### src/rtl/arm_mc_pkg.sv
// Shared definitions for the multicycle ARM control unit.
// Contents: FSM state enum, Op/ALU/Cond encodings, mux select constants, the
// registered Moore control word and its per-state decode.
package arm_mc_pkg;

  typedef enum logic [3:0] {
    StFetch    = 4'd0,
    StDecode   = 4'd1,
    StMemAdr   = 4'd2,
    StMemRead  = 4'd3,
    StMemWb    = 4'd4,
    StMemWrite = 4'd5,
    StExecuteR = 4'd6,
    StExecuteI = 4'd7,
    StAluWb    = 4'd8,
    StBranch   = 4'd9
  } state_e;

  // Instr[27:26]
  localparam logic [1:0] OpDp     = 2'b00;
  localparam logic [1:0] OpMem    = 2'b01;
  localparam logic [1:0] OpBranch = 2'b10;

  // ALUControl codes
  localparam logic [1:0] AluAdd = 2'b00;
  localparam logic [1:0] AluSub = 2'b01;
  localparam logic [1:0] AluAnd = 2'b10;
  localparam logic [1:0] AluOrr = 2'b11;

  // Funct[4:1] data-processing commands
  localparam logic [3:0] CmdAdd = 4'b0100;
  localparam logic [3:0] CmdSub = 4'b0010;
  localparam logic [3:0] CmdAnd = 4'b0000;
  localparam logic [3:0] CmdOrr = 4'b1100;

  // Condition field codes
  localparam logic [3:0] CondEq = 4'b0000;
  localparam logic [3:0] CondNe = 4'b0001;
  localparam logic [3:0] CondCs = 4'b0010;
  localparam logic [3:0] CondCc = 4'b0011;
  localparam logic [3:0] CondMi = 4'b0100;
  localparam logic [3:0] CondPl = 4'b0101;
  localparam logic [3:0] CondVs = 4'b0110;
  localparam logic [3:0] CondVc = 4'b0111;
  localparam logic [3:0] CondHi = 4'b1000;
  localparam logic [3:0] CondLs = 4'b1001;
  localparam logic [3:0] CondGe = 4'b1010;
  localparam logic [3:0] CondLt = 4'b1011;
  localparam logic [3:0] CondGt = 4'b1100;
  localparam logic [3:0] CondLe = 4'b1101;
  localparam logic [3:0] CondAl = 4'b1110;
  localparam logic [3:0] CondNv = 4'b1111;

  // ALUSrcB selects
  localparam logic [1:0] SrcBRd2  = 2'b00;
  localparam logic [1:0] SrcBImm  = 2'b01;
  localparam logic [1:0] SrcBFour = 2'b10;

  // ResultSrc selects
  localparam logic [1:0] ResAluOut    = 2'b00;
  localparam logic [1:0] ResData      = 2'b01;
  localparam logic [1:0] ResAluResult = 2'b10;

  // Ungated Moore control word, one per state.
  typedef struct packed {
    logic       next_pc;
    logic       branch;
    logic       reg_w;
    logic       mem_w;
    logic       ir_write;
    logic       adr_src;
    logic       alu_src_a;
    logic [1:0] alu_src_b;
    logic [1:0] result_src;
    logic       alu_op;
  } ctrl_t;

  function automatic ctrl_t state_ctrl(input state_e st);
    ctrl_t c;
    c = '0;
    case (st)
      StFetch: begin
        c.ir_write   = 1'b1;
        c.next_pc    = 1'b1;
        c.alu_src_a  = 1'b1;
        c.alu_src_b  = SrcBFour;
        c.result_src = ResAluResult;
      end
      StDecode: begin
        c.alu_src_a  = 1'b1;
        c.alu_src_b  = SrcBFour;
        c.result_src = ResAluResult;
      end
      StMemAdr:   c.alu_src_b = SrcBImm;
      StMemRead:  c.adr_src = 1'b1;
      StMemWrite: begin
        c.adr_src = 1'b1;
        c.mem_w   = 1'b1;
      end
      StMemWb: begin
        c.result_src = ResData;
        c.reg_w      = 1'b1;
      end
      StExecuteR: begin
        c.alu_src_b = SrcBRd2;
        c.alu_op    = 1'b1;
      end
      StExecuteI: begin
        c.alu_src_b = SrcBImm;
        c.alu_op    = 1'b1;
      end
      StAluWb: begin
        c.result_src = ResAluOut;
        c.reg_w      = 1'b1;
      end
      StBranch: begin
        c.alu_src_b  = SrcBImm;
        c.result_src = ResAluResult;
        c.branch     = 1'b1;
      end
      default: c = '0;
    endcase
    return c;
  endfunction

endpackage

### src/rtl/arm_mc_controller_if.sv
// Controller <-> datapath bundle for the multicycle ARM core.
// master: the controller (takes instruction fields and ALU flags, drives
// enables and mux selects). slave: the datapath side.
interface arm_mc_controller_if;
  logic [3:0] Cond;
  logic [1:0] Op;
  logic [5:0] Funct;
  logic [3:0] Rd;
  logic [3:0] ALUFlags;
  logic       PCWrite;
  logic       MemWrite;
  logic       RegWrite;
  logic       IRWrite;
  logic       AdrSrc;
  logic       ALUSrcA;
  logic [1:0] ALUSrcB;
  logic [1:0] ResultSrc;
  logic [1:0] RegSrc;
  logic [1:0] ImmSrc;
  logic [1:0] ALUControl;

  modport master (
    input  Cond, Op, Funct, Rd, ALUFlags,
    output PCWrite, MemWrite, RegWrite, IRWrite, AdrSrc, ALUSrcA, ALUSrcB,
           ResultSrc, RegSrc, ImmSrc, ALUControl
  );

  modport slave (
    output Cond, Op, Funct, Rd, ALUFlags,
    input  PCWrite, MemWrite, RegWrite, IRWrite, AdrSrc, ALUSrcA, ALUSrcB,
           ResultSrc, RegSrc, ImmSrc, ALUControl
  );
endinterface

### src/rtl/arm_mc_condlogic.sv
// Condition unit: NZCV flag register, condition evaluation, the per-instruction
// CondExReg and gating of all datapath write enables.
// Ports: clk/Reset; cond_i, alu_flags_i, flag_w_i, flag_en_i (execute state),
// latch_cond_i (decode state); ungated next_pc_i/pcs_i/reg_w_i/mem_w_i/
// ir_write_i in; gated pc_write_o/reg_write_o/mem_write_o/ir_write_o out.
module arm_mc_condlogic
  import arm_mc_pkg::*;
(
  input  logic       clk,
  input  logic       Reset,
  input  logic [3:0] cond_i,
  input  logic [3:0] alu_flags_i,
  input  logic [1:0] flag_w_i,
  input  logic       flag_en_i,
  input  logic       latch_cond_i,
  input  logic       next_pc_i,
  input  logic       pcs_i,
  input  logic       reg_w_i,
  input  logic       mem_w_i,
  input  logic       ir_write_i,
  output logic       pc_write_o,
  output logic       reg_write_o,
  output logic       mem_write_o,
  output logic       ir_write_o
);

  logic [3:0] flags_q, flags_d;
  logic       condex_q, condex_d;
  logic       cond_ex;
  logic       n, z, c, v;

  assign {n, z, c, v} = flags_q;

  always_comb begin
    cond_ex = 1'b0;
    case (cond_i)
      CondEq: cond_ex = z;
      CondNe: cond_ex = ~z;
      CondCs: cond_ex = c;
      CondCc: cond_ex = ~c;
      CondMi: cond_ex = n;
      CondPl: cond_ex = ~n;
      CondVs: cond_ex = v;
      CondVc: cond_ex = ~v;
      CondHi: cond_ex = c & ~z;
      CondLs: cond_ex = ~c | z;
      CondGe: cond_ex = (n == v);
      CondLt: cond_ex = (n != v);
      CondGt: cond_ex = ~z & (n == v);
      CondLe: cond_ex = z | (n != v);
      CondAl: cond_ex = 1'b1;
      CondNv: cond_ex = 1'b0;
      default: cond_ex = 1'b0;
    endcase
  end

  always_comb begin
    flags_d  = flags_q;
    condex_d = latch_cond_i ? cond_ex : condex_q;
    // Flag writes follow the condition latched for this instruction.
    if (flag_en_i && condex_q) begin
      if (flag_w_i[1]) flags_d[3:2] = alu_flags_i[3:2];
      if (flag_w_i[0]) flags_d[1:0] = alu_flags_i[1:0];
    end
  end

  always_ff @(posedge clk) begin
    if (Reset) begin
      flags_q  <= 4'b0000;
      condex_q <= 1'b0;
    end else begin
      flags_q  <= flags_d;
      condex_q <= condex_d;
    end
  end

  // Reset kills every write in the same cycle, independent of state.
  assign pc_write_o  = ~Reset & (next_pc_i | (pcs_i & condex_q));
  assign reg_write_o = ~Reset & reg_w_i & condex_q;
  assign mem_write_o = ~Reset & mem_w_i & condex_q;
  assign ir_write_o  = ~Reset & ir_write_i;

endmodule

### src/rtl/arm_mc_controller.sv
// Multicycle ARM control unit: Moore FSM with registered control word, ALU
// decoder and PC-source logic; enable gating lives in arm_mc_condlogic.
// Ports: clk, Reset (sync, active-high), bus (arm_mc_controller_if.master):
// instruction fields and ALU flags in, write enables and mux selects out.
module arm_mc_controller
  import arm_mc_pkg::*;
(
  input logic                  clk,
  input logic                  Reset,
  arm_mc_controller_if.master  bus
);

  state_e     state_q, state_d;
  ctrl_t      ctrl_q;
  logic [1:0] alu_control;
  logic       cmd_known;
  logic [1:0] flag_w;
  logic       pcs;

  always_comb begin
    state_d = state_q;
    case (state_q)
      StFetch: state_d = StDecode;
      StDecode: begin
        case (bus.Op)
          OpMem:    state_d = StMemAdr;
          OpDp:     state_d = bus.Funct[5] ? StExecuteI : StExecuteR;
          OpBranch: state_d = StBranch;
          default:  state_d = StFetch;
        endcase
      end
      StMemAdr:   state_d = bus.Funct[0] ? StMemRead : StMemWrite;
      StMemRead:  state_d = StMemWb;
      StMemWb:    state_d = StFetch;
      StMemWrite: state_d = StFetch;
      StExecuteR: state_d = StAluWb;
      StExecuteI: state_d = StAluWb;
      StAluWb:    state_d = StFetch;
      StBranch:   state_d = StFetch;
      default:    state_d = StFetch;
    endcase
  end

  // Control word is decoded from the next state so it is registered alongside it.
  always_ff @(posedge clk) begin
    if (Reset) begin
      state_q <= StFetch;
      ctrl_q  <= state_ctrl(StFetch);
    end else begin
      state_q <= state_d;
      ctrl_q  <= state_ctrl(state_d);
    end
  end

  always_comb begin
    alu_control = AluAdd;
    cmd_known   = 1'b0;
    if (ctrl_q.alu_op) begin
      case (bus.Funct[4:1])
        CmdAdd: begin alu_control = AluAdd; cmd_known = 1'b1; end
        CmdSub: begin alu_control = AluSub; cmd_known = 1'b1; end
        CmdAnd: begin alu_control = AluAnd; cmd_known = 1'b1; end
        CmdOrr: begin alu_control = AluOrr; cmd_known = 1'b1; end
        default: begin alu_control = AluAdd; cmd_known = 1'b0; end
      endcase
    end
    flag_w[1] = cmd_known & bus.Funct[0];
    flag_w[0] = cmd_known & bus.Funct[0] &
                ((alu_control == AluAdd) | (alu_control == AluSub));
  end

  assign pcs = (ctrl_q.reg_w & (bus.Rd == 4'hF)) | ctrl_q.branch;

  arm_mc_condlogic u_condlogic (
    .clk          (clk),
    .Reset        (Reset),
    .cond_i       (bus.Cond),
    .alu_flags_i  (bus.ALUFlags),
    .flag_w_i     (flag_w),
    .flag_en_i    ((state_q == StExecuteR) | (state_q == StExecuteI)),
    .latch_cond_i (state_q == StDecode),
    .next_pc_i    (ctrl_q.next_pc),
    .pcs_i        (pcs),
    .reg_w_i      (ctrl_q.reg_w),
    .mem_w_i      (ctrl_q.mem_w),
    .ir_write_i   (ctrl_q.ir_write),
    .pc_write_o   (bus.PCWrite),
    .reg_write_o  (bus.RegWrite),
    .mem_write_o  (bus.MemWrite),
    .ir_write_o   (bus.IRWrite)
  );

  assign bus.AdrSrc     = ctrl_q.adr_src;
  assign bus.ALUSrcA    = ctrl_q.alu_src_a;
  assign bus.ALUSrcB    = ctrl_q.alu_src_b;
  assign bus.ResultSrc  = ctrl_q.result_src;
  assign bus.ALUControl = alu_control;
  assign bus.RegSrc     = {bus.Op == OpMem, bus.Op == OpBranch};
  assign bus.ImmSrc     = bus.Op;

endmodule

### src/flat_wrapper.sv
// flat-port wrapper written by rule: the top's interface ports become plain ports
module arm_mc_controller_flat import arm_mc_pkg::*;
  (clk, Reset, bus_Cond, bus_Op, bus_Funct, bus_Rd, bus_ALUFlags, bus_PCWrite, bus_MemWrite, bus_RegWrite, bus_IRWrite, bus_AdrSrc, bus_ALUSrcA, bus_ALUSrcB, bus_ResultSrc, bus_RegSrc, bus_ImmSrc, bus_ALUControl);
  arm_mc_controller_if bus_i ();
  input logic clk;
  input logic Reset;
  input wire logic [$bits(bus_i.Cond)-1:0] bus_Cond;
  input wire logic [$bits(bus_i.Op)-1:0] bus_Op;
  input wire logic [$bits(bus_i.Funct)-1:0] bus_Funct;
  input wire logic [$bits(bus_i.Rd)-1:0] bus_Rd;
  input wire logic [$bits(bus_i.ALUFlags)-1:0] bus_ALUFlags;
  output wire logic [$bits(bus_i.PCWrite)-1:0] bus_PCWrite;
  output wire logic [$bits(bus_i.MemWrite)-1:0] bus_MemWrite;
  output wire logic [$bits(bus_i.RegWrite)-1:0] bus_RegWrite;
  output wire logic [$bits(bus_i.IRWrite)-1:0] bus_IRWrite;
  output wire logic [$bits(bus_i.AdrSrc)-1:0] bus_AdrSrc;
  output wire logic [$bits(bus_i.ALUSrcA)-1:0] bus_ALUSrcA;
  output wire logic [$bits(bus_i.ALUSrcB)-1:0] bus_ALUSrcB;
  output wire logic [$bits(bus_i.ResultSrc)-1:0] bus_ResultSrc;
  output wire logic [$bits(bus_i.RegSrc)-1:0] bus_RegSrc;
  output wire logic [$bits(bus_i.ImmSrc)-1:0] bus_ImmSrc;
  output wire logic [$bits(bus_i.ALUControl)-1:0] bus_ALUControl;
  assign bus_i.Cond = bus_Cond;
  assign bus_i.Op = bus_Op;
  assign bus_i.Funct = bus_Funct;
  assign bus_i.Rd = bus_Rd;
  assign bus_i.ALUFlags = bus_ALUFlags;
  assign bus_PCWrite = bus_i.PCWrite;
  assign bus_MemWrite = bus_i.MemWrite;
  assign bus_RegWrite = bus_i.RegWrite;
  assign bus_IRWrite = bus_i.IRWrite;
  assign bus_AdrSrc = bus_i.AdrSrc;
  assign bus_ALUSrcA = bus_i.ALUSrcA;
  assign bus_ALUSrcB = bus_i.ALUSrcB;
  assign bus_ResultSrc = bus_i.ResultSrc;
  assign bus_RegSrc = bus_i.RegSrc;
  assign bus_ImmSrc = bus_i.ImmSrc;
  assign bus_ALUControl = bus_i.ALUControl;
  arm_mc_controller u_core (.clk(clk), .Reset(Reset), .bus(bus_i));
endmodule
### config.mk
export PLATFORM = sky130hd
export DESIGN_NAME = arm_mc_controller_flat
export DESIGN_NICKNAME = d
export VERILOG_FILES = /design/src/rtl/arm_mc_pkg.sv /design/src/rtl/arm_mc_controller_if.sv /design/src/rtl/arm_mc_condlogic.sv /design/src/rtl/arm_mc_controller.sv /design/src/flat_wrapper.sv
export SDC_FILE = /design/constraint.sdc
export NUM_CORES = 1
export LEC_CHECK = 0
export ABC_AREA = 1
export CAP_MARGIN = 20
export CORE_MARGIN = 4
export CORE_UTILIZATION = 40
export DETAILED_ROUTE_END_ITERATION = 10
export PLACE_DENSITY = 0.68
export REMOVE_ABC_BUFFERS = 1
export SYNTH_ARGS = -nofsm -noshare
export SYNTH_HDL_FRONTEND = slang
export SYNTH_HIERARCHICAL = 1
export SYNTH_SLANG_ARGS = --single-unit
### constraint.sdc
create_clock -name clk -period 1.5 [get_ports clk]
set_input_delay 0.3 -clock clk [delete_from_list [all_inputs] [get_ports clk]]
set_output_delay 0.3 -clock clk [all_outputs]
set_load 0.01 [all_outputs]
==> flow_metrics.env, run 1 <==
export IMPL_ir_worst_vdd_v=0.000508
export IMPL_yosys_top_cells_area="dfxtp_1, nand2_1, inv_1"
export IMPL_drt_iter0_markers=50
export IMPL_synth_common_cells="nand2_1, inv_1, nor2_1"
export IMPL_synth_most_common_cell="nand2_1"
export IMPL_yosysSeqAreaShare_pct=36.5
export IMPL_cp_arrival_ns=1.15
export IMPL_critPathSlowestCell="clkdlybuf4s50_1"
export IMPL_worstSkewPairLatency_ns=0.29
export IMPL_start_kind="register"
export IMPL_stdcell_count=258
export IMPL_synthToLayoutAreaGrowth_pct=48.7
export IMPL_critPathMaxStageDelay_ns=0.53
export IMPL_initial_core_util_pct=43.1
export IMPL_crit_path_end_kind="output port"
export IMPL_setup_violations=0
export IMPL_cts_clk_slew_worst_paths_ns=0.10
export IMPL_synth_top_area_cell="dfxtp_1"
export IMPL_clock_skew_final_ns=0.00357
export IMPL_p_total_uw=1120
export IMPL_syn_avg_cell_area_um2=6.30
export IMPL_cts_sinks=20
export IMPL_worstMarginPinSlew_ns=0.251
export IMPL_ys_ff_latch=20
export IMPL_grt_ovfl_total=0
export IMPL_dp_hpwl_um=2200
export IMPL_port_buffers=37
export IMPL_status="complete, no violations"
export IMPL_clk_path_buf_depth=2
export IMPL_grt_max_degree=11
export IMPL_max_cap_violations=0
export IMPL_critPathBufInv=1
export IMPL_pin_count=38
export IMPL_grt_use_met2_pct=31.6
export IMPL_cts_root_buffer="clkbuf_4"
export IMPL_required_ns=1.20
export IMPL_antenna_found_initial=0
export IMPL_rows=18
export IMPL_min_period_ns=1.45
export IMPL_core_area_um2=2540
export IMPL_placed_cells=253
export IMPL_final_seq_area_um2=402
export IMPL_num_antenna_cells=0
export IMPL_met1_usage_pct=18.6
export IMPL_synth_edff_count=0
export IMPL_wl_per_cell_um=10.4
export IMPL_ctsHtreeMaxLevel=1
export IMPL_synth_cell_types=19
export IMPL_synth_top_cell_area_share_pct=36.5
export IMPL_crit_type="register to output port"
export IMPL_route_vias_total=1209
export IMPL_path_max_fanout=1
export IMPL_cts_buffers=3
export IMPL_multi_input_area_um2=543
export IMPL_drive_gt1_share_pct=23.7
export IMPL_hold_viol=0
export IMPL_critPathTopFamily="buffers and inverters"
export IMPL_drv_slew=0
export IMPL_grt_pass1_wl_um=4510
export IMPL_max_slew_margin_pct=83.2
export IMPL_cts_tree="built"
export IMPL_async_reset_ff_share_pct=0
export IMPL_drtPass1Iterations=4
export IMPL_hold_class="primary input to register"
export IMPL_fillers=251
export IMPL_die_height_um=60.3
export IMPL_fmax_mhz=691
export IMPL_crit_path_cell_trace="clkdlybuf4s50_1"
export IMPL_routed_wl_um=2700
export IMPL_via_per_inst=4.69
export IMPL_syn_area_um2=1100
export IMPL_p_per_area_nw_per_um2=686
export IMPL_grtUsageTotal_pct=16.3
export IMPL_leakage_uw=0.000884
export IMPL_rsz0062_at_grt="true"
export IMPL_finalCritPeriodShare_pct=96.5
export IMPL_die_w_um=60.3
export IMPL_nNetsFinal=252
export IMPL_grt_pass1_vias=1130
export IMPL_busiest_layer="met2"
export IMPL_place_congestion=0.843
export IMPL_dieArea_um2=3640
export IMPL_grt_use_met3_pct=2.13
export IMPL_ctsHoldBuffers=0
export IMPL_drc=0
export IMPL_yosysWarnings=6
export IMPL_synthFlopType="dfxtp_1"
export IMPL_syn_inst=174
export IMPL_ant_nets=0
-- final cells by class --
cell class	count	share of cell area [%]
multi-input combinational	115	33.3
clock buffer	3	1.38
tap	30	2.30
sequential	20	24.6
timing repair buffer	58	31.0
inverter	32	7.37
-- logic make-up (layout without fill, tap and decap cells) --
logic type	count (synthesis)	after routing	share of synthesized area (%)
AO/OA/AOI/OAI	20	20	9.59
flip-flops	20	20	36.5
AND/OR/NAND/NOR	95	95	38.4
buffers and inverters	39	93	15.5
-- sequential cells by signal, summed over array words and instances (netlist names) --
| register | cells |
|---|---|
| u_core/ctrl_q | 5 |
| u_core/u_condlogic/flags_q | 4 |
| u_core/u_condlogic/condex_q | 1 |
| u_core/bus.ALUSrcB | 2 |
| u_core/state_q | 4 |
| u_core/bus.ALUSrcA | 1 |
| u_core/bus.AdrSrc | 1 |
| u_core/bus.ResultSrc | 2 |
-- worst paths after layout --
check / from / endpoint / slack (ns) / cells past startpoint
setup / recovery: u_core/bus.ALUSrcA$_SDFF_PP1_ / bus_ALUSrcA / 0.05 / 1
hold / removal: bus_Op[0] / u_core/ctrl_q[0]$_SDFF_PP0_ / 0.48 / 5
setup reg to reg: u_core/state_q[1]$_SDFF_PP0_ / u_core/u_condlogic/flags_q[1]$_SDFFE_PP0P_ / 0.19 / 7
hold reg to reg: u_core/u_condlogic/flags_q[2]$_SDFFE_PP0P_ / u_core/u_condlogic/flags_q[2]$_SDFFE_PP0P_ / 0.50 / 2
-- cells in the final DEF, fill, tap and decap left out --
cell and n:
nor2_2 4, nand2_2 3, dfxtp_2 1, nor2_1 21, nand3_1 17, o21bai_1 1
a21oi_1 10, nand3_2 2, clkdlybuf4s50_1 14, o21ai_1 3, clkbuf_4 3, nor3_1 1
dfxtp_1 19, or2_2 1, buf_2 6, nand2_1 43, inv_2 7, o21ai_0 5
nor2_4 2, dlymetal6s2s_1 6, clkdlybuf4s15_2 2, clkdlybuf4s15_1 1, inv_1 25, nor3_2 1
buf_4 21, a211oi_2 1, dlygate4sd2_1 8
-- power breakdown --
part / internal [uW] / switching (uW)
clock network: 93.5 / 153
registers: 561 / 18.4
logic: 150 / 142
-- through the flow --
step	setup slack (ns)	area, um^2	TNS, ns	hold slack [ns]	utilization, %
6_report	0.0526	1630	0	0.476	64.1
5_1_grt	-0.0170	1630	-0.0443	0.497	64.1
4_1_cts	0.00313	1590	0	0.497	62.4
3_5_place_dp	-0.569	1600	-5.46	0.480	62.7
3_3_place_gp	-0.509	1600	-4.96	0.479	62.7
2_1_floorplan	0.225	1050	0	0.369	-
-- timing repair --
item	CTS	global route
cloned	0	0
resized for setup	42	12
setup buffers	0	2
endpoints found under the hold margin	0	0
setup endpoints to repair	12	12
pin swaps	6	6
-- routing by layer --
layer	up-vias	wire length, um
li1	643	-
met1	539	1080
met2	23	1460
met3	4	122
met4	0	27
met5	-	0
No activity file was read; power rests on OpenSTA's default activity.
==> run 2: changes to the inputs <==
--- a/config.mk
+++ b/config.mk
@@ -8,9 +8,9 @@
 export ABC_AREA = 1
 export CAP_MARGIN = 20
 export CORE_MARGIN = 4
-export CORE_UTILIZATION = 40
+export CORE_UTILIZATION = 44
 export DETAILED_ROUTE_END_ITERATION = 10
-export PLACE_DENSITY = 0.68
+export PLACE_DENSITY = 0.74
 export REMOVE_ABC_BUFFERS = 1
 export SYNTH_ARGS = -nofsm -noshare
 export SYNTH_HDL_FRONTEND = slang
==> run 2 against run 1 <==
Count of clock-buffer cells in the layout rose by 1. Register-to-register slack better by 0.07 ns. Combinational power is 2% higher. Fmax is 0.78% lower. Clock power increased by 27%. Wire length rose by 1.8%. Sequential cell count is the same. First-iteration DRC count grew 44%. Worst setup slack worse by 0.011 ns. Die area down 7.9%.
==> flow_metrics.env, run 2 (synthesis gave the netlist of run 1 again) <==
export IMPL_critPathSlowestCell="clkdlybuf4s50_1"
export IMPL_switchingPower_uw=327
export IMPL_dieArea_um2=3350
export IMPL_mostFrequentLayoutCells="nand2_1, inv_1, buf_4, nor2_1"
export IMPL_route_vias_total=1232
export IMPL_cts_buffers=3
export IMPL_busiest_layer="met2"
export IMPL_synthToLayoutAreaGrowth_pct=49.9
export IMPL_placed_cells=253
export IMPL_setup_violations=0
export IMPL_required_ns=1.20
export IMPL_grt_pass1_vias=1226
export IMPL_core_area_um2=2300
export IMPL_clock_skew_final_ns=0.00154
export IMPL_p_seq_share_pct=48.7
export IMPL_pwr_share_comb_pct=25.0
export IMPL_grt_use_met3_pct=2.90
export IMPL_placed_cell_area_um2=1610
export IMPL_cts_root_buffer="clkbuf_4"
export IMPL_min_period_ns=1.46
export IMPL_p_clk_share_pct=26.3
export IMPL_ctsHtreeMaxLevel=1
export IMPL_ir_worst_vdd_v=0.000629
export IMPL_max_slew_margin_pct=83.3
export IMPL_multi_input_area_um2=541
export IMPL_leakage_uw=0.000883
export IMPL_clk_path_buf_depth=2
export IMPL_final_core_utilization_pct=71.5
export IMPL_whs_ns=0.507
export IMPL_worstSkewPairLatency_ns=0.30
export IMPL_nNetsFinal=252
export IMPL_grtUsageTotal_pct=17.7
export IMPL_grt_ovfl_total=0
export IMPL_worst_slack_ns=0.0412
export IMPL_p_sw_share_pct=27.5
export IMPL_place_congestion=0.882
export IMPL_initial_core_util_pct=47.7
export IMPL_critPathMaxStageDelay_ns=0.58
export IMPL_die_height_um=57.9
export IMPL_preCtsSetupSlack_ns=-0.635
export IMPL_wl_per_cell_um=10.7
export IMPL_start_kind="primary input"
export IMPL_largest_reg_flops=5
export IMPL_final_seq_area_um2=404
export IMPL_port_buffers=37
export IMPL_num_antenna_cells=0
export IMPL_hold_viol=0
export IMPL_rows=17
export IMPL_top_regs="u_core/ctrl_q (5), u_core/state_q (4), u_core/u_condlogic/flags_q (4)"
export IMPL_cp_arrival_ns=1.16
export IMPL_met1_usage_pct=20.1
export IMPL_crit_path_end_kind="output port"
export IMPL_status="complete, no violations"
export IMPL_drt_iter0_markers=72
export IMPL_die_w_um=57.9
export IMPL_critPathTopFamily="buffers and inverters"
export IMPL_drive_gt1_share_pct=22.3
export IMPL_drtPass1Iterations=4
export IMPL_cts_sinks=20
export IMPL_rsz0062_at_grt="true"
export IMPL_grt_max_degree=12
export IMPL_antenna_found_initial=0
export IMPL_hold_class="register to register"
export IMPL_crit_path_cell_trace="dlygate4sd2_1 > clkdlybuf4s50_1"
export IMPL_via_per_inst=4.79
export IMPL_grt_use_met2_pct=32.7
export IMPL_drc=0
export IMPL_cts_tree="built"
export IMPL_finalInstanceArea_um2=1640
export IMPL_critPathBufInv=2
export IMPL_finalCritPeriodShare_pct=97.3
export IMPL_fmax_mhz=685
export IMPL_ant_nets=0
export IMPL_max_cap_violations=0
export IMPL_largest_register="u_core/ctrl_q"
export IMPL_routed_wl_um=2740
export IMPL_pin_count=38
export IMPL_cts_clk_slew_worst_paths_ns=0.11
export IMPL_stdcell_count=257
export IMPL_worstMarginPinSlew_ns=0.249
export IMPL_grt_pass1_wl_um=4770
export IMPL_fillers=206
export IMPL_post_cts_buffers=0
export IMPL_dp_hpwl_um=2240
export IMPL_p_int_uw=863
export IMPL_path_max_fanout=4
export IMPL_layout_commonest_cell="nand2_1"
export IMPL_crit_type="primary input to output port"
export IMPL_drv_slew=0
export IMPL_p_per_area_nw_per_um2=724
[run 2: power by group through the flow]
| stage | sequential (uW) | clock (uW) | combinational [uW] |
|---|---|---|---|
| after floorplan | 595 | 0 | 121 |
| after global placement | 590 | 0 | 306 |
| after detailed placement | 590 | 0 | 313 |
| after CTS | 578 | 322 | 300 |
| after global routing | 584 | 346 | 333 |
| final | 579 | 313 | 297 |
[run 2: routing by layer]
metal	up-vias	routed length [um]
met5	-	0
met3	6	140
met4	0	31
met1	550	1110
li1	644	-
met2	32	1460
[run 2: worst paths after layout]
check	start	to	slack (ns)	depth (start not counted)
worst max-delay path	bus_Op[0]	bus_ImmSrc[0]	0.04	2
worst max register to register	u_core/state_q[1]$_SDFF_PP0_	u_core/u_condlogic/flags_q[2]$_SDFFE_PP0P_	0.26	7
worst min-delay path	u_core/u_condlogic/flags_q[1]$_SDFFE_PP0P_	u_core/u_condlogic/flags_q[1]$_SDFFE_PP0P_	0.51	2
worst min register to register	u_core/u_condlogic/flags_q[1]$_SDFFE_PP0P_	u_core/u_condlogic/flags_q[1]$_SDFFE_PP0P_	0.51	2
[run 2: cell type report]
type / count / area share [%]
well taps: 28 / 2.13
clock buffers: 4 / 2.21
inverters: 32 / 7.31
flip-flops and latches: 20 / 24.6
repair buffers: 58 / 30.8
multi-input cells: 115 / 32.9
[run 2: what timing repair did]
action                     4_1_cts  5_1_grt
gates resized for setup         30       17
pin swaps                        6        7
setup endpoints to repair       12       15
hold buffers                     0        0
[run 2: metrics by stage]
stage          TNS, ns  power, uW
4_1_cts              0       1200
2_1_floorplan        0        716
3_5_place_dp     -5.86        903
6_report             0       1190
5_1_grt        -0.0162       1260
3_3_place_gp     -5.03        895
